**src/rtl/alu_writeback.sv**
```systemverilog
// alu_writeback: result-commit stage behind the ALU.
// Holds the accumulator and the carry/borrow flags fed back to the ALU, and
// commits store ops to the register file (single-cycle strobe) or to bit/word
// memory (req/ack handshake that stalls the sequencer through in_ready).
module alu_writeback #(
    parameter int unsigned WIDTH      = 8,
    parameter int unsigned IWIDTH     = 8,
    parameter int unsigned ADDR_WIDTH = 8
) (
    input  logic                  clk,
    input  logic                  rst,
    input  logic                  in_valid,
    output logic                  in_ready,
    input  logic [IWIDTH-1:0]     op_code,
    input  logic [1:0]            dest_sel,
    input  logic [ADDR_WIDTH-1:0] dest_addr,
    input  logic [WIDTH-1:0]      alu_out,
    input  logic                  alu_c_out,
    input  logic                  alu_b_out,
    input  logic                  alu_flag_valid,
    output logic [WIDTH-1:0]      acc,
    output logic                  carry_flag,
    output logic                  borrow_flag,
    output logic                  rf_we,
    output logic [ADDR_WIDTH-1:0] rf_waddr,
    output logic [WIDTH-1:0]      rf_wdata,
    output logic                  mem_req,
    output logic                  mem_is_bit,
    output logic [ADDR_WIDTH-1:0] mem_addr,
    output logic [WIDTH-1:0]      mem_wdata,
    input  logic                  mem_ack
);

    // Shared opcode encodings (must match the ALU decoder).
    localparam logic [IWIDTH-1:0] OpAdd = IWIDTH'(8'h01);
    localparam logic [IWIDTH-1:0] OpSub = IWIDTH'(8'h02);
    localparam logic [IWIDTH-1:0] OpSt  = IWIDTH'(8'h08);
    localparam logic [IWIDTH-1:0] OpStn = IWIDTH'(8'h09);
    localparam logic [IWIDTH-1:0] OpS   = IWIDTH'(8'h0A);
    localparam logic [IWIDTH-1:0] OpR   = IWIDTH'(8'h0B);

    localparam logic [1:0] DestRf   = 2'b00;
    localparam logic [1:0] DestBit  = 2'b01;
    localparam logic [1:0] DestWord = 2'b10;

    typedef enum logic [0:0] {
        StIdle,
        StMemWait
    } state_t;

    state_t                r_state, w_state_d;
    logic [WIDTH-1:0]      r_acc, w_acc_d;
    logic                  r_carry, w_carry_d;
    logic                  r_borrow, w_borrow_d;
    logic                  r_rf_we, w_rf_we_d;
    logic [ADDR_WIDTH-1:0] r_rf_waddr, w_rf_waddr_d;
    logic [WIDTH-1:0]      r_rf_wdata, w_rf_wdata_d;
    logic                  r_mem_req, w_mem_req_d;
    logic                  r_mem_is_bit, w_mem_is_bit_d;
    logic [ADDR_WIDTH-1:0] r_mem_addr, w_mem_addr_d;
    logic [WIDTH-1:0]      r_mem_wdata, w_mem_wdata_d;

    logic w_accept;
    logic w_is_store;
    logic w_is_cond;
    logic w_do_write;

    // Instruction classification; anything not a store is an accumulator op.
    always_comb begin
        w_accept   = in_valid && (r_state == StIdle);
        w_is_store = (op_code == OpSt) || (op_code == OpStn) ||
                     (op_code == OpS)  || (op_code == OpR);
        w_is_cond  = (op_code == OpS) || (op_code == OpR);
        // S/R only write when the current result bit is set.
        w_do_write = w_is_store && (!w_is_cond || r_acc[0]);
    end

    // Next-state decode for the FSM and all committed registers.
    always_comb begin
        w_state_d       = r_state;
        w_acc_d         = r_acc;
        w_carry_d       = r_carry;
        w_borrow_d      = r_borrow;
        w_rf_we_d       = 1'b0;
        w_rf_waddr_d    = r_rf_waddr;
        w_rf_wdata_d    = r_rf_wdata;
        w_mem_req_d     = r_mem_req;
        w_mem_is_bit_d  = r_mem_is_bit;
        w_mem_addr_d    = r_mem_addr;
        w_mem_wdata_d   = r_mem_wdata;

        unique case (r_state)
            StIdle: begin
                if (w_accept && !w_is_store) begin
                    w_acc_d = alu_out;
                    if (alu_flag_valid && (op_code == OpAdd)) begin
                        w_carry_d = alu_c_out;
                    end
                    if (alu_flag_valid && (op_code == OpSub)) begin
                        w_borrow_d = alu_b_out;
                    end
                end else if (w_accept && w_do_write) begin
                    if (dest_sel == DestRf) begin
                        w_rf_we_d    = 1'b1;
                        w_rf_waddr_d = dest_addr;
                        w_rf_wdata_d = alu_out;
                    end else if ((dest_sel == DestBit) || (dest_sel == DestWord)) begin
                        w_state_d      = StMemWait;
                        w_mem_req_d    = 1'b1;
                        w_mem_addr_d   = dest_addr;
                        w_mem_is_bit_d = (dest_sel == DestBit);
                        if (dest_sel == DestBit) begin
                            w_mem_wdata_d = {{(WIDTH-1){1'b0}}, alu_out[0]};
                        end else begin
                            w_mem_wdata_d = alu_out;
                        end
                    end
                end
            end
            StMemWait: begin
                // Request fields stay frozen until the memory takes the write.
                if (mem_ack && r_mem_req) begin
                    w_mem_req_d = 1'b0;
                    w_state_d   = StIdle;
                end
            end
            default: begin
                w_state_d   = StIdle;
                w_mem_req_d = 1'b0;
            end
        endcase
    end

    // State registers; synchronous reset abandons any in-flight memory write.
    always_ff @(posedge clk) begin
        if (rst) begin
            r_state      <= StIdle;
            r_acc        <= '0;
            r_carry      <= 1'b0;
            r_borrow     <= 1'b0;
            r_rf_we      <= 1'b0;
            r_rf_waddr   <= '0;
            r_rf_wdata   <= '0;
            r_mem_req    <= 1'b0;
            r_mem_is_bit <= 1'b0;
            r_mem_addr   <= '0;
            r_mem_wdata  <= '0;
        end else begin
            r_state      <= w_state_d;
            r_acc        <= w_acc_d;
            r_carry      <= w_carry_d;
            r_borrow     <= w_borrow_d;
            r_rf_we      <= w_rf_we_d;
            r_rf_waddr   <= w_rf_waddr_d;
            r_rf_wdata   <= w_rf_wdata_d;
            r_mem_req    <= w_mem_req_d;
            r_mem_is_bit <= w_mem_is_bit_d;
            r_mem_addr   <= w_mem_addr_d;
            r_mem_wdata  <= w_mem_wdata_d;
        end
    end

    // Output mapping; in_ready is a pure decode of the state.
    always_comb begin
        in_ready    = (r_state == StIdle);
        acc         = r_acc;
        carry_flag  = r_carry;
        borrow_flag = r_borrow;
        rf_we       = r_rf_we;
        rf_waddr    = r_rf_waddr;
        rf_wdata    = r_rf_wdata;
        mem_req     = r_mem_req;
        mem_is_bit  = r_mem_is_bit;
        mem_addr    = r_mem_addr;
        mem_wdata   = r_mem_wdata;
    end

endmodule

```
**config.mk**
```make
export PLATFORM = sky130hd
export DESIGN_NAME = alu_writeback
export DESIGN_NICKNAME = d
export VERILOG_FILES = /design/src/rtl/alu_writeback.sv
export SDC_FILE = /design/constraint.sdc
export NUM_CORES = 1
export LEC_CHECK = 0
export ABC_AREA = 1
export BUFFER_PORTS_ARGS = -buffer_cell sky130_fd_sc_hd__buf_2
export CAP_MARGIN = 0
export CORE_MARGIN = 5
export CORE_UTILIZATION = 45
export DETAILED_ROUTE_END_ITERATION = 8
export PLACE_DENSITY = 0.75
export SLEW_MARGIN = 10
export SYNTH_ARGS = -nofsm -noshare
export SYNTH_HDL_FRONTEND = slang
export SYNTH_SLANG_ARGS = --single-unit
```
**constraint.sdc**
```tcl
create_clock -name clk -period 1.5 [get_ports clk]
set_input_delay 0.3 -clock clk [delete_from_list [all_inputs] [get_ports clk]]
set_output_delay 0.3 -clock clk [all_outputs]
set_load 0.01 [all_outputs]
```
# ---- Word level (Yosys, flattened, before mapping)
# Cells that the tools add are included.
dict set report op_classes {
  eq_ne 13
  bitwise_logic 4
  n_mux 14
  n_reduce_logical 23
}
# op count
set ops {}
lappend ops {{$eq A8 B4 Y1 const B} 4}
lappend ops {{$mux W1} 11}
lappend ops {{$reduce_and A5 Y1} 2}
lappend ops {{$eq A8 B1 Y1 const B} 1}
lappend ops {{$eq A8 B2 Y1 const B} 1}
lappend ops {{$mux W8} 1}
lappend ops {{$logic_and A1 B1 Y1} 7}
lappend ops {{$logic_or A1 B1 Y1} 6}
lappend ops {{$ne A2 B1 Y1 const B} 3}
lappend ops {{$reduce_and A3 Y1} 2}
lappend ops {{$ne A2 B2 Y1 const B} 2}
lappend ops {{$not A1 Y1} 4}
lappend ops {{$pmux W1 S2} 2}
lappend ops {{$reduce_and A4 Y1} 1}
lappend ops {{$reduce_or A4 Y1} 1}
lappend ops {{$eq A2 B1 Y1 const B} 1}
lappend ops {{$eq A2 B2 Y1 const B} 1}
lappend ops {{$logic_not A1 Y1} 2}
lappend ops {{$logic_not A2 Y1} 1}
lappend ops {{$reduce_and A2 Y1} 1}
dict set report totals {
  elab_cells 65
  regBits 46
  in_bits 33
  out_inout_bits 46
}

# ---- Longest topological paths before layout
dict set report depth {
  word_depth 9
  depth_mapped 8
  ltp_nobuf 7
}

# ---- Worst setup path after synthesis
# OpenSTA, ideal clock, no wires.
dict set report synth_path {
  path_type {input to register}
  startpoint {input port dest_sel[0]}
  endpoint {register r_mem_addr[1] (netlist: mem_addr[1])}
  t_arrival_ps 1262
  slack_ps 105
  path_buffers 2
  setup_time_ps 132
  required_ps 1368
  cell_stages 8
  path_cell_list {inv_1 -> ha_1 -> buf_2 -> nor2_4 -> nand3_4 -> buf_6 -> nand2_1 -> a21oi_1}
}
dict set report synth_via {
  elab_chain_len 3
  word_cells_on_any_way 6
  classes_between {eq/ne (2); bitwise (1); reduce/logical (3)}
}
# element line
set synth_rtl {}
lappend synth_rtl {{start, declared} 15} ;# input logic [1:0] dest_sel,
lappend synth_rtl {{$eq A2 B1 Y1 (tied with other cells)} 107} ;# end else if ((dest_sel == DestBit) || (dest_sel == DestWord)) begin
lappend synth_rtl {{$logic_or A1 B1 Y1 or $not A1 Y1 (tied branches)} n/a}
lappend synth_rtl {{$reduce_and A5 Y1 (no source line) (*)} n/a}
lappend synth_rtl {{end signal, assigned} 158} ;# r_mem_addr <= w_mem_addr_d;
lappend synth_rtl {{end, declared} 60} ;# logic [ADDR_WIDTH-1:0] r_mem_addr, w_mem_addr_d;
# Every way passes the cells marked *; elsewhere a longest branch is shown, timed or not.
# A chain may end at the register's enable or synchronous reset.

# ---- Worst setup path after layout
dict set report layout_path {
  startpoint {register r_state}
  endpoint {register r_carry (netlist: carry_flag)}
}
dict set report layout_via {
  elab_chain_len 4
}
# element line
set layout_rtl {}
lappend layout_rtl {{start, declared} 51} ;# state_t r_state, w_state_d;
lappend layout_rtl {{start signal, assigned} 137} ;# r_state <= StIdle;
lappend layout_rtl {{start signal, assigned} 149} ;# r_state <= w_state_d;
lappend layout_rtl {{$not A1 Y1 (no source line) (*)} n/a}
lappend layout_rtl {{$logic_and A1 B1 Y1} 70} ;# w_accept = in_valid && (r_state == StIdle);
lappend layout_rtl {{$logic_and A1 B1 Y1} 94} ;# if (w_accept && !w_is_store) begin
lappend layout_rtl {{$reduce_and A3 Y1 (no source line) (*)} n/a}
lappend layout_rtl {{end signal, assigned} 151} ;# r_carry <= w_carry_d;
lappend layout_rtl {{end, declared} 53} ;# logic r_carry, w_carry_d;
# Marked as above.

==> results.sh <==
export IMPL_crit_family="simple AND/OR/NAND/NOR gates"
export IMPL_critPathLaunchType="flop"
export IMPL_die_area_um2=5870
export IMPL_drv_slew=0
export IMPL_grt_pass1_wl_um=8630
export IMPL_syn_inst=250
export IMPL_met2WireLength_um=2140
export IMPL_drive_gt1_frac=0.325
export IMPL_fin_nets=363
export IMPL_antenna_found_initial=0
export IMPL_clk_pin_slew_ps=80
export IMPL_clockRootBuffer="clkbuf_8"
export IMPL_ys_warn_count=0
export IMPL_grt_ovfl_total=0
export IMPL_gp_congestion=0.806
export IMPL_synth_distinct_cells=22
export IMPL_clk_path_buf_depth=2
export IMPL_place_hpwl_um=3680
export IMPL_ctsHoldBuffers=0
export IMPL_slowest_delay_ps=400
export IMPL_power_density_nw_per_um2=902
export IMPL_final_cell_mix="buf_2 (78), dfxtp_1 (46), nand2_1 (41), a21oi_1 (36), nand4_1 (33)"
export IMPL_area_growth_pct=25.6
export IMPL_syn_num_nets=285
export IMPL_drc_errors=0
export IMPL_cts_sinks=46
export IMPL_drt_initial_drc_count=111
export IMPL_finalCriticalPeriod_ps=1240
export IMPL_ys_seq_area_frac=0.461
export IMPL_leakagePower_nw=1.17
export IMPL_vias_per_cell=5.18
export IMPL_synth_ff_type="dfxtp_1"
export IMPL_setup_viol=0
export IMPL_critical_path_endpoint_type="flop"
export IMPL_clock_skew_final_ps=5.84
export IMPL_critPathArrivalTime_ps=1440
export IMPL_critical_path_class="reg2reg"
export IMPL_htreeDepth=2
export IMPL_grt_pass1_vias=1880
export IMPL_port_buffers=78
export IMPL_max_cap_violations=0
export IMPL_synth_area_per_cell_um2=7.99
export IMPL_rows=24
export IMPL_cts_inserted_buffers=5
export IMPL_die_y_um=76.6
export IMPL_vias=1973
export IMPL_rsz0062_at_grt="false"
export IMPL_cts_tree="built"
export IMPL_hold_ws_ps=284
export IMPL_fillerInstances=413
export IMPL_required_ps=1690
export IMPL_vdd_drop_max_mv=0.544
export IMPL_relSlewSlack=0.703
export IMPL_period_share=0.830
export IMPL_path_cells="inv_2 -> nand2_2 -> nor2_2 -> nand3_1 -> nand2_1 -> nor2_1"
export IMPL_hp_class="in2reg"
export IMPL_route_met3_wl_um=484
export IMPL_dpl_cell_area_um2=2410
export IMPL_core_um2=4320
export IMPL_io_pins=79
export IMPL_die_x_um=76.6
export IMPL_syn_area_um2=2000
export IMPL_crit_buf_inv=1
export IMPL_outcome="finished clean"
export IMPL_design_area_um2=2510
export IMPL_drt_met1_wl_um=2290
export IMPL_antenna_cells=0
export IMPL_ant_nets=0
export IMPL_hold_viol_final=0
export IMPL_crit_slowest_cell="nor2_2"
export IMPL_synth_edff_count=0
export IMPL_tightest_slew_ps=445
export IMPL_track_usage=0.175
export IMPL_post_drt_wl_per_cell_um=13.1
export IMPL_top_layer="met4"
export IMPL_drt_pass1_iterations=4
export IMPL_grt_max_degree=37
export IMPL_clk_latency_ps=300
export IMPL_final_common_cell="buf_2"
export IMPL_ys_seq_elements=46
export IMPL_max_freq_mhz=804
export IMPL_initial_utilization=0.462
export IMPL_path_max_fanout=12
export IMPL_ys_async_sr_fraction=0
export IMPL_finalWirelength_um=5000
registers in the layout, indices dropped and copies added, names as in the netlist:
register,count
rf_we,1
acc,8
r_state,1
rf_waddr,8
mem_addr,8
mem_req,1
carry_flag,1
rf_wdata,8
borrow_flag,1
mem_is_bit,1
mem_wdata,8
final cells by class:
type | instances | area [µm²] | area share
Clock buffer | 7 | 86.3 | 0.0344
Clock inverter | 1 | 5.00 | 0.00200
Inverter | 19 | 71.3 | 0.0284
Multi-Input combinational cell | 168 | 881 | 0.351
Sequential cell | 46 | 921 | 0.367
Tap cell | 52 | 65.1 | 0.0259
Timing Repair Buffer | 88 | 478 | 0.191
worst paths after layout:
kind	startpoint	to	slack (ps)	cells after the start
worst max-delay path	r_state	carry_flag	260	6
worst min-delay path	mem_ack	r_state	280	4
worst max register to register	r_state	carry_flag	260	6
worst min register to register	mem_addr[0]	mem_addr[0]	460	2
per-layer routing:
layer | GRT usage | up-vias
li1 | - | 996
met1 | 0.225 | 887
met2 | 0.264 | 79
met3 | 0.0662 | 11
met4 | 0.0664 | 0
met5 | 0 | -
metrics by stage:
step                power (mW)  setup TNS (ps)  setup WS (ps)   util  cells
finish                    2.26               0            256  0.580    381
global route              2.35               0            127  0.580    381
CTS                       2.29               0           49.2  0.579    381
detailed placement        1.52            -129          -65.1  0.558    373
global placement          1.52           -42.7          -22.1  0.558    373
floorplan                 1.42               0            105      -    250
cells in the mapped netlist (3+ instances only):
cell | count | area [µm²]
nand4_1 | 33 | 206
dfxtp_1 | 46 | 921
inv_1 | 18 | 67.6
buf_6 | 6 | 67.6
nand2_1 | 41 | 154
clkbuf_1 | 4 | 15.0
a21oi_1 | 36 | 180
nand3_1 | 5 | 25.0
nor2_1 | 32 | 120
buf_4 | 4 | 30.0
o21ai_0 | 8 | 40.0
nand2_2 | 3 | 18.8
cell families (layout without fill, tap and decap cells):
kind of cell,count (synthesis),in the layout,synth area share
buffers and inverters,36,115,0.0990
DFF,46,46,0.461
and+or+nand+nor,120,120,0.309
AOI/OAI and AO/OA,46,46,0.118
adders and majority gates,2,2,0.0125
worst register-to-register path, stage by stage (launching register included):
cell     delay (ps)
dfxtp_1         340
inv_2            60
nand2_2         100
nor2_2          400
nand3_1         120
nand2_1          90
nor2_1           40
power by group:
group / switching [mW] / internal, mW
Combinational: 0.158 / 0.0956
Sequential: 0.00867 / 1.24
Clock: 0.392 / 0.372
timing repair:
action / CTS / global route
resized for setup: 0 / 1
setup buffers: 0 / 0
setup endpoints to repair: 0 / 6
No activity file was read; power rests on OpenSTA's default activity.
